`config.mk`:
```
export PLATFORM = sky130hd
export DESIGN_NAME = line_draw_scheduler
export DESIGN_NICKNAME = d
export VERILOG_FILES = /design/src/rtl/bresenham_pkg.sv /design/src/rtl/line_cmd_fifo.sv /design/src/rtl/line_draw_scheduler.sv
export SDC_FILE = /design/constraint.sdc
export NUM_CORES = 1
export LEC_CHECK = 0
export BUFFER_PORTS_ARGS = -buffer_cell sky130_fd_sc_hd__clkbuf_2
export CORE_MARGIN = 2
export CORE_UTILIZATION = 58
export CTS_CLUSTER_SIZE = 8
export DETAILED_ROUTE_END_ITERATION = 8
export PLACE_DENSITY = 0.79
export RECOVER_POWER = 25
export SLEW_MARGIN = 10
export SYNTH_ARGS = -nofsm -noshare
export SYNTH_HDL_FRONTEND = slang
export SYNTH_HIERARCHICAL = 1
export SYNTH_SLANG_ARGS = --single-unit
```
`constraint.sdc`:
```
create_clock -name clk -period 3.6 [get_ports clk]
set_clock_uncertainty 0.1 [all_clocks]
set_input_delay 0.72 -clock clk [delete_from_list [all_inputs] [get_ports clk]]
set_output_delay 0.72 -clock clk [all_outputs]
set_load 0.05 [all_outputs]
```
`src/rtl/bresenham_pkg.sv`:
```
// Shared types for the Bresenham line front end: command record, scheduler states.
package bresenham_pkg;

  localparam int COORD_W = 8;

  // One queued line command as it sits in the FIFO.
  typedef struct packed {
    logic               clear;
    logic [COORD_W-1:0] x0;
    logic [COORD_W-1:0] y0;
    logic [COORD_W-1:0] x1;
    logic [COORD_W-1:0] y1;
  } line_cmd_t;

  typedef enum logic [2:0] {
    S_IDLE,
    S_LOAD,
    S_CLEAR,
    S_START,
    S_WAIT,
    S_GAP
  } sched_state_t;

  // Pack a requester's clear flag and {x0,y0,x1,y1} word into a command.
  function automatic line_cmd_t make_cmd(input logic clr, input logic [4*COORD_W-1:0] coords);
    return line_cmd_t'({clr, coords});
  endfunction

endpackage

```
`src/rtl/line_cmd_fifo.sv`:
```
// DEPTH-entry command FIFO; head entry is visible on rd_data while not empty.
module line_cmd_fifo
  import bresenham_pkg::*;
#(
  parameter int DEPTH = 4
) (
  input  logic      clk,
  input  logic      rst,
  input  logic      push,
  input  line_cmd_t wr_data,
  input  logic      pop,
  output line_cmd_t rd_data,
  output logic      full,
  output logic      empty
);

  localparam int AW = $clog2(DEPTH);

  line_cmd_t     mem [DEPTH];
  logic [AW:0]   wr_ptr;
  logic [AW:0]   rd_ptr;
  logic          wr_en;
  logic          rd_en;

  // Extra pointer bit distinguishes full from empty when the indices match.
  assign full    = (wr_ptr[AW] != rd_ptr[AW]) && (wr_ptr[AW-1:0] == rd_ptr[AW-1:0]);
  assign empty   = (wr_ptr == rd_ptr);
  assign wr_en   = push && !full;
  assign rd_en   = pop && !empty;
  assign rd_data = mem[rd_ptr[AW-1:0]];

  // Storage array; contents are don't-care until written, so no reset.
  always_ff @(posedge clk) begin
    if (wr_en) mem[wr_ptr[AW-1:0]] <= wr_data;
  end

  // Read/write pointers.
  always_ff @(posedge clk or posedge rst) begin
    if (rst) begin
      wr_ptr <= '0;
      rd_ptr <= '0;
    end else begin
      if (wr_en) wr_ptr <= wr_ptr + 1'b1;
      if (rd_en) rd_ptr <= rd_ptr + 1'b1;
    end
  end

endmodule

```
`src/rtl/line_draw_scheduler.sv`:
```
// Round-robin command intake, FIFO buffering and one-line-at-a-time engine sequencing.
module line_draw_scheduler
  import bresenham_pkg::*;
#(
  parameter int NREQ    = 2,
  parameter int DEPTH   = 4,
  parameter int TIMEOUT = 512
) (
  input  logic                     clk,
  input  logic                     rst,
  input  logic [NREQ-1:0]          req_valid,
  input  logic [NREQ-1:0]          req_clear,
  input  logic [NREQ-1:0][31:0]    req_coords,
  output logic [NREQ-1:0]          req_ready,
  output logic [COORD_W-1:0]       eng_x0,
  output logic [COORD_W-1:0]       eng_y0,
  output logic [COORD_W-1:0]       eng_x1,
  output logic [COORD_W-1:0]       eng_y1,
  output logic                     eng_reset_buff,
  output logic                     eng_start,
  input  logic                     eng_done,
  output logic                     busy,
  output logic                     timeout_err,
  output logic [15:0]              lines_drawn
);

  localparam int RRW = (NREQ > 1) ? $clog2(NREQ) : 1;
  localparam int WCW = $clog2(TIMEOUT + 1);

  logic [RRW-1:0] rr_ptr;
  logic [RRW-1:0] gnt_idx;
  logic           gnt_found;
  logic [NREQ-1:0] gnt;

  line_cmd_t      push_cmd;
  line_cmd_t      head_cmd;
  line_cmd_t      cmd_q;
  logic           fifo_full;
  logic           fifo_empty;
  logic           push;
  logic           pop;

  sched_state_t   state;
  logic [WCW-1:0] wait_cnt;

  // Round-robin pick: first valid requester at or after rr_ptr, nothing when full.
  always_comb begin
    gnt       = '0;
    gnt_idx   = '0;
    gnt_found = 1'b0;
    if (!fifo_full) begin
      for (int k = 0; k < NREQ; k++) begin
        if (!gnt_found && req_valid[(int'(rr_ptr) + k) % NREQ]) begin
          gnt_found = 1'b1;
          gnt_idx   = RRW'((int'(rr_ptr) + k) % NREQ);
        end
      end
    end
    if (gnt_found) gnt[gnt_idx] = 1'b1;
  end

  assign req_ready = gnt;
  assign push      = gnt_found;
  assign push_cmd  = make_cmd(req_clear[gnt_idx], req_coords[gnt_idx]);
  assign pop       = (state == S_IDLE) && !fifo_empty;
  assign busy      = !fifo_empty || (state != S_IDLE);

  // Advance the round-robin pointer past whoever was just granted.
  always_ff @(posedge clk or posedge rst) begin
    if (rst) begin
      rr_ptr <= '0;
    end else if (push) begin
      rr_ptr <= (gnt_idx == RRW'(NREQ - 1)) ? '0 : gnt_idx + 1'b1;
    end
  end

  line_cmd_fifo #(.DEPTH(DEPTH)) u_fifo (
    .clk     (clk),
    .rst     (rst),
    .push    (push),
    .wr_data (push_cmd),
    .pop     (pop),
    .rd_data (head_cmd),
    .full    (fifo_full),
    .empty   (fifo_empty)
  );

  // Engine sequencer: pulses are set on entry to CLEAR/START so they are high for exactly that state.
  always_ff @(posedge clk or posedge rst) begin
    if (rst) begin
      state          <= S_IDLE;
      cmd_q          <= '0;
      eng_x0         <= '0;
      eng_y0         <= '0;
      eng_x1         <= '0;
      eng_y1         <= '0;
      eng_reset_buff <= 1'b0;
      eng_start      <= 1'b0;
      wait_cnt       <= '0;
      timeout_err    <= 1'b0;
      lines_drawn    <= '0;
    end else begin
      eng_reset_buff <= 1'b0;
      eng_start      <= 1'b0;
      case (state)
        S_IDLE: begin
          if (!fifo_empty) begin
            cmd_q <= head_cmd;
            state <= S_LOAD;
          end
        end
        S_LOAD: begin
          eng_x0 <= cmd_q.x0;
          eng_y0 <= cmd_q.y0;
          eng_x1 <= cmd_q.x1;
          eng_y1 <= cmd_q.y1;
          if (cmd_q.clear) begin
            eng_reset_buff <= 1'b1;
            state          <= S_CLEAR;
          end else begin
            eng_start <= 1'b1;
            state     <= S_START;
          end
        end
        S_CLEAR: begin
          eng_start <= 1'b1;
          state     <= S_START;
        end
        S_START: begin
          wait_cnt <= '0;
          state    <= S_WAIT;
        end
        S_WAIT: begin
          if (eng_done) begin
            lines_drawn <= lines_drawn + 16'd1;
            state       <= S_GAP;
          end else begin
            wait_cnt <= wait_cnt + 1'b1;
            if (wait_cnt == WCW'(TIMEOUT - 1)) begin
              // Engine hung: drop this line and move on.
              timeout_err <= 1'b1;
              state       <= S_GAP;
            end
          end
        end
        S_GAP: begin
          state <= S_IDLE;
        end
        default: state <= S_IDLE;
      endcase
    end
  end

endmodule

```
==> metrics.md, run 1 <==
| Metric | Value |
|---|---|
| Unrepaired setup endpoints after global routing | false |
| Clk_lat worst skew | 0.50 ns |
| Max FO, Critical Path | 38 |
| Routed WL | 19,400 um |
| Net Switching | 4.07 mW |
| Required @ worst endpoint | 2.78 ns |
| Pre-Repair DR Iteration Count | 4 |
| Post-synth top area share | 41.0% |
| Die area | 17,700 um^2 |
| TritonCTS clock tree | done |
| Clk pin slew, worst setup/hold paths | 0.05 ns |
| PD cells | 1020 nW/um^2 |
| Part of the power in combinational logic | 35.1% |
| Failing checks | max-capacitance violations, max-slew violations |
| Largest net degree at the start of global routing | 56 |
| Worst R2R End | u_fifo/mem[3][16]$_DFFE_PP_ |
| Number of global-route vias before repair | 5,890 |
| Met2 usage | 41.2% |
| Grt met1 use | 28.2% |
| Slew headroom | -57.7% |
| Reg2reg path depth | 7 |
| DP HPWL | 11,900 um |
| Sequential element share of the synthesized area | 67.9% |
| R2R Setup Slk | 0.78 ns |
| Inst Count DP | 887 |
| Cell internal pwr | 7.71 mW |
| Worst r2r src | u_fifo/wr_ptr[1]$_DFFE_PP0P_ |
| Drt wl/cell | 20.4 um |
| Drt drc | 0 |
| Tot GR Track Use | 23.0% |
| Ys async rst share | 44.1% |
| Sequential Power Share | 39.0% |
| Switching Fraction | 34.6% |
| Die Y | 133 um |
| CTS Buf Count | 35 |
| Total gr overflow | 0 |
| Initial Utilization | 58.8% |
| Met3 GRT Util | 4.57% |
| Clock power share | 25.9% |
| Syn-to-layout area delta | 20.0% |
| Leakage dissipation | 4.62 nW |
| Area contributors post-synth | edfxtp_1 (41%), dfrtp_1 (27%), mux2_2 (11%) |
| Initial antenna violation count | 0 |
| Fin Hold WS | 0.0825 ns |
| CTS sink count | 236 |
| Postcts setup bufs | 0 |
| Synth unique cells | 46 |
| CTS max path bufs | 3 |
| Startpoint types | register |
| RePlAce Congestion | 0.770 |
| Cts hold-fix bufs | 0 |
| Vias | 5,372 |
| CORE AREA | 16,500 um^2 |
| DRT iter0 DRCs | 275 |
| Most instantiated cells after synthesis | edfxtp_1 (132), dfrtp_1 (104), mux2_2 (98) |
| Fmax | 292 MHz |
| Least-Margin Pin Slew | 2.35 ns |
| Top Usage Layer GRT | met2 |
| Maximum vdd ir drop | 0.588 mV |
| Row count | 47 |
| Crit share post-route | 95.1% |
| Share of layout cells above drive strength 1 | 44.2% |
| Fin. max-slew vios | 56 |
| Syn nets | 628 |
| #FFs+latches synth | 236 |
| Dpl ws | 0.718 ns |
| CTS root buf | clkbuf_16 |
| Port-buffer cells | 124 |
| Post-synth EDFFs | 132 |
| Post-Syn Area | 9680 um^2 |
| ANT cells | 0 |
| Most common cell in the synthesized netlist | edfxtp_1 |
| Min Tclk post-route | 3.42 ns |
| DRT antenna net count | 0 |
| Status | complete, but fails checks |
| Final Worst Setup Slack | 0.175 ns |
| I/O pin count | 125 |
| Cells after synthesis | 550 |
| HP Class | input port to async pin |
| Via/cell ratio | 5.67 |
| Chip width | 133 um |
| Cts repair resizes | 0 |
| Final hold violations | 0 |
| Syn_area_per_cell | 17.6 um^2 |
| Leading area contributor after synthesis | edfxtp_1 |
| Syn. warnings | 6 |
| Non-Filler Instances | 948 |
| Max-Cap Viols | 1 |
| Final Net Count | 782 |
| Crit. End Element | primary output |
| Prevailing post-synth register cell | edfxtp_1 |
| H-Tree Depth | 2 |
| Final setup viols | 0 |
| TNS Setup | 0 ns |
| Crit Path Class | register to primary output |
| First-pass GRT wire length | 31,300 um |
| Crit path arrival time | 2.60 ns |
| Final Util | 70.5% |
-- worst max path at each step --
stage | end | slack (ns) | depth (start not counted) | from
4_1_cts | busy | 0.16 | 5 | u_fifo/rd_ptr[1]$_DFFE_PP0P_
2_1_floorplan | cmd_q[0]$_DFFE_PP0P_ | 0.22 | 1 | rst
3_5_place_dp | busy | 0.72 | 5 | u_fifo/rd_ptr[1]$_DFFE_PP0P_
3_3_place_gp | busy | 0.78 | 5 | u_fifo/rd_ptr[1]$_DFFE_PP0P_
6_report | busy | 0.18 | 5 | u_fifo/rd_ptr[1]$_DFFE_PP0P_
5_1_grt | busy | 0.06 | 5 | u_fifo/rd_ptr[1]$_DFFE_PP0P_
-- final cells by class --
class / instances / area (um^2)
well taps: 220 / 275
repair buffers: 138 / 738
multi-input cells: 280 / 2940
clock buffers: 58 / 983
inverters: 13 / 50.0
clock inverters: 3 / 55.1
fillers: 1084 / 4860
flip-flops and latches: 236 / 6570
-- worst max-delay path: stages (launching register included) --
cell and delay (ns):
dfrtp_2 0.37, buf_4 0.48, xor2_1 0.20, nor3_1 0.56, nand3_1 0.21, clkbuf_2 0.29
-- power groups by stage --
stage                     Clock, mW  Combinational, mW  Sequential (mW)
after floorplan                   0               2.53             5.17
after global placement            0               4.01             4.56
after detailed placement          0               4.14             4.63
after CTS                      3.10               4.20             4.62
after global routing           3.20               4.43             4.71
final                          3.05               4.14             4.60
-- flip-flops by register name (all words and copies together) (netlist names) --
| register | flops |
|---|---|
| cmd_q | 33 |
| eng_reset_buff | 1 |
| eng_start | 1 |
| eng_x0 | 8 |
| eng_x1 | 8 |
| eng_y0 | 8 |
| eng_y1 | 8 |
| lines_drawn | 16 |
| rr_ptr | 1 |
| state | 3 |
| timeout_err | 1 |
| u_fifo/mem | 132 |
| u_fifo/rd_ptr | 3 |
| u_fifo/wr_ptr | 3 |
| wait_cnt | 10 |
-- through the flow --
step	total power [mW]	cell area [um^2]
after floorplan	7.70	9680
after global placement	8.57	10600
after detailed placement	8.78	10600
after CTS	11.9	11600
after global routing	12.3	11600
final	11.8	11600
-- layout by cell type (no fill, tap or decap), types with 12 or more instances in the layout --
| cell type | synthesis | final |
|---|---|---|
| dfrtp_1 | 104 | 102 |
| xnor2_1 | 18 | 18 |
| clkbuf_2 | 0 | 120 |
| edfxtp_1 | 132 | 132 |
| nand2_1 | 12 | 12 |
| inv_1 | 13 | 12 |
| clkbuf_1 | 2 | 28 |
| mux4_2 | 33 | 33 |
| clkbuf_16 | 0 | 36 |
| nor2_1 | 20 | 19 |
| mux2_2 | 98 | 98 |
-- metal layers --
layer	up-vias	wire length, um
met5	-	0
met1	2768	7490
met4	0	338
met3	28	956
met2	168	10600
li1	2408	-
-- logic make-up (layout without fill, tap and decap cells) --
| logic type | after synthesis | after routing | synth area share (%) |
|---|---|---|---|
| DFF | 236 | 236 | 67.9 |
| muxes | 132 | 132 | 19.2 |
| and+or+nand+nor | 82 | 82 | 5.09 |
| buffers and inverters | 34 | 212 | 1.90 |
| xor gates and xnor gates | 31 | 31 | 3.04 |
| AOI/OAI and AO/OA | 28 | 28 | 1.99 |
| adders and majority gates | 7 | 7 | 0.905 |
No activity file was read; power rests on OpenSTA's default activity.
==> run 2, diff against run 1 <==
--- a/config.mk
+++ b/config.mk
@@ -7,13 +7,12 @@
 export LEC_CHECK = 0
 export BUFFER_PORTS_ARGS = -buffer_cell sky130_fd_sc_hd__clkbuf_2
 export CORE_MARGIN = 2
-export CORE_UTILIZATION = 58
+export CORE_UTILIZATION = 57
 export CTS_CLUSTER_SIZE = 8
 export DETAILED_ROUTE_END_ITERATION = 8
-export PLACE_DENSITY = 0.79
+export PLACE_DENSITY = 0.78
 export RECOVER_POWER = 25
 export SLEW_MARGIN = 10
 export SYNTH_ARGS = -nofsm -noshare
 export SYNTH_HDL_FRONTEND = slang
-export SYNTH_HIERARCHICAL = 1
 export SYNTH_SLANG_ARGS = --single-unit
==> metrics.md, run 2 <==
| Metric | Value |
|---|---|
| Status | complete, but fails checks |
| Failing checks | max-capacitance violations, max-slew violations |
| CTS max path bufs | 3 |
| CTS root buf | clkbuf_16 |
| H-Tree Depth | 2 |
| Synth unique cells | 41 |
| Final hold violations | 0 |
| Leakage dissipation | 4.51 nW |
| Tot GR Track Use | 21.2% |
| Die area | 17,700 um^2 |
| Post-Syn Area | 9470 um^2 |
| Fmax | 316 MHz |
| Most instantiated cells after synthesis | edfxtp_1 (132), dfrtp_1 (104), mux2_2 (69) |
| Inst Count DP | 864 |
| Syn-to-layout area delta | 20.5% |
| Non-Filler Instances | 924 |
| RePlAce Congestion | 0.765 |
| Row count | 47 |
| Ys async rst share | 44.1% |
| Required @ worst endpoint | 2.78 ns |
| Chip width | 133 um |
| DP HPWL | 11,500 um |
| Unrepaired setup endpoints after global routing | false |
| Crit path from | u_fifo.wr_ptr[1]$_DFFE_PP0P_ |
| Least-Margin Pin Slew | 1.87 ns |
| DRT iter0 DRCs | 246 |
| Postcts setup bufs | 0 |
| Number of global-route vias before repair | 5,495 |
| Drt drc | 0 |
| Syn. warnings | 0 |
| Initial Utilization | 57.7% |
| Final Net Count | 759 |
| Worst r2r src | state[2]$_DFFE_PP0P_ |
| Initial antenna violation count | 0 |
| Min Tclk post-route | 3.17 ns |
| Syn_area_per_cell | 18.0 um^2 |
| DRT antenna net count | 0 |
| Max-Cap Viols | 2 |
| Area contributors post-synth | edfxtp_1 (42%), dfrtp_1 (27%), mux2_2 (8.2%) |
| Vias | 5,171 |
| Via/cell ratio | 5.60 |
| Cts hold-fix bufs | 0 |
| Hold_sp | rr_ptr$_DFFE_PP0P_ |
| #FFs+latches synth | 236 |
| First-pass GRT wire length | 29,000 um |
| Pre-Repair DR Iteration Count | 4 |
| Fin. max-slew vios | 61 |
| Max FO, Critical Path | 12 |
| Final setup viols | 0 |
| Prevailing post-synth register cell | edfxtp_1 |
| Max reg flops | 132 |
| HP Class | register to register |
| Crit path arrival time | 2.35 ns |
| Total gr overflow | 0 |
| Die Y | 133 um |
| Maximum vdd ir drop | 0.562 mV |
| ANT cells | 0 |
| CORE AREA | 16,400 um^2 |
| Largest net degree at the start of global routing | 43 |
| Sequential element share of the synthesized area | 69.3% |
| Cts repair resizes | 0 |
| Routed WL | 18,100 um |
| Post-synth EDFFs | 132 |
| I/O pin count | 125 |
| TNS Setup | 0 ns |
| Drt wl/cell | 19.5 um |
| Commonest non-fill, non-tap cells in the layout | edfxtp_1 (132), clkbuf_2 (124), dfrtp_1 (102), mux2_2 (69), clkbuf_16 (36) |
| Crit share post-route | 88.0% |
| Port-buffer cells | 124 |
| Most common cell after layout, fill and taps aside | edfxtp_1 |
| TritonCTS clock tree | done |
| PD cells | 1010 nW/um^2 |
| Slew headroom | -25.1% |
| Leading area contributor after synthesis | edfxtp_1 |
| Cells after synthesis | 527 |
| Clk pin slew, worst setup/hold paths | 0.05 ns |
| Startpoint types | register |
| Syn nets | 605 |
| Crit Path Class | register to primary output |
| Crit. End Element | primary output |
| CTS Buf Count | 35 |
| Clk_lat worst skew | 0.50 ns |
| Most common cell in the synthesized netlist | edfxtp_1 |
| CTS sink count | 236 |
| Post-synth top area share | 41.8% |
| Share of layout cells above drive strength 1 | 40.9% |
run 2: changes by cell type after synthesis, sizes merged, moves of 4 or more:
cell    before  now
nand2b       8    4
nor2        20   13
xor2        12    5
xnor2       19   24
nor3        10    5
o31ai        4    0
inv         13    9
run 2: critical path, cell delays in order, from the launching register on:
cell	delay, ns
dfrtp_1	0.42
xnor2_1	0.41
nand2_1	0.21
o211ai_4	0.24
buf_4	0.27
inv_1	0.07
clkbuf_2	0.23
run 2: worst paths after layout:
check | to | slack (ns) | depth (start not counted)
worst min register to register | rr_ptr$_DFFE_PP0P_ | 0.37 | 1
min in group asynchronous | cmd_q[4]$_DFFE_PP0P_ | 0.57 | 2
worst max register to register | eng_y0[5]$_DFFE_PP0N_ | 0.58 | 4
max in group asynchronous | wait_cnt[5]$_DFFE_PP0P_ | 1.32 | 3
worst min-delay path | rr_ptr$_DFFE_PP0P_ | 0.37 | 1
worst max-delay path | req_ready[1] | 0.43 | 6
run 2: logic make-up (layout without fill, tap and decap cells):
group	Yosys count	after routing	synth area share [%]
AOI/OAI and AO/OA	20	20	1.52
xor gates and xnor gates	29	29	2.84
and+or+nand+nor	72	72	4.10
buffers and inverters	31	208	1.68
DFF	236	236	69.3
adders and majority gates	7	7	0.925
muxes	132	132	19.6
run 2: area by class of cell:
class | instances | area [um^2]
flip-flops and latches | 236 | 6570
fillers | 1045 | 4990
multi-input cells | 260 | 2750
clock buffers | 57 | 980
repair buffers | 139 | 747
well taps | 220 | 275
clock inverters | 3 | 55.1
inverters | 9 | 35.0
run 2: stage by stage:
step                      total power [mW]  util (%)  setup slack [ns]  hold slack [ns]  cell area, um^2
after global routing                  12.1      69.6             0.291            0.389            11400
after global placement                8.43      63.4             0.984            0.355            10400
after CTS                             11.7      69.7             0.554            0.170            11400
after floorplan                       7.52         -            0.0478            0.341             9470
after detailed placement              8.60      63.4             0.963            0.368            10400
final                                 11.5      69.6             0.432            0.371            11400
run 2: power by group:
group / internal (mW) / switching [mW] / leakage, nW
logic: 1.62 / 2.37 / 1.52
registers: 4.09 / 0.440 / 2.50
clock network: 1.92 / 1.10 / 0.494
total: 7.63 / 3.91 / 4.51
run 2: per-layer routing:
metal | wire length [um] | track usage (%) | up-vias | part of all wire [%]
li1 | - | - | 2319 | -
met1 | 7730 | 28.5 | 2608 | 43
met2 | 8720 | 34.4 | 195 | 48
met3 | 1070 | 4.14 | 49 | 5.9
met4 | 539 | 8.78 | 0 | 3.0
met5 | 0 | 0 | - | 0
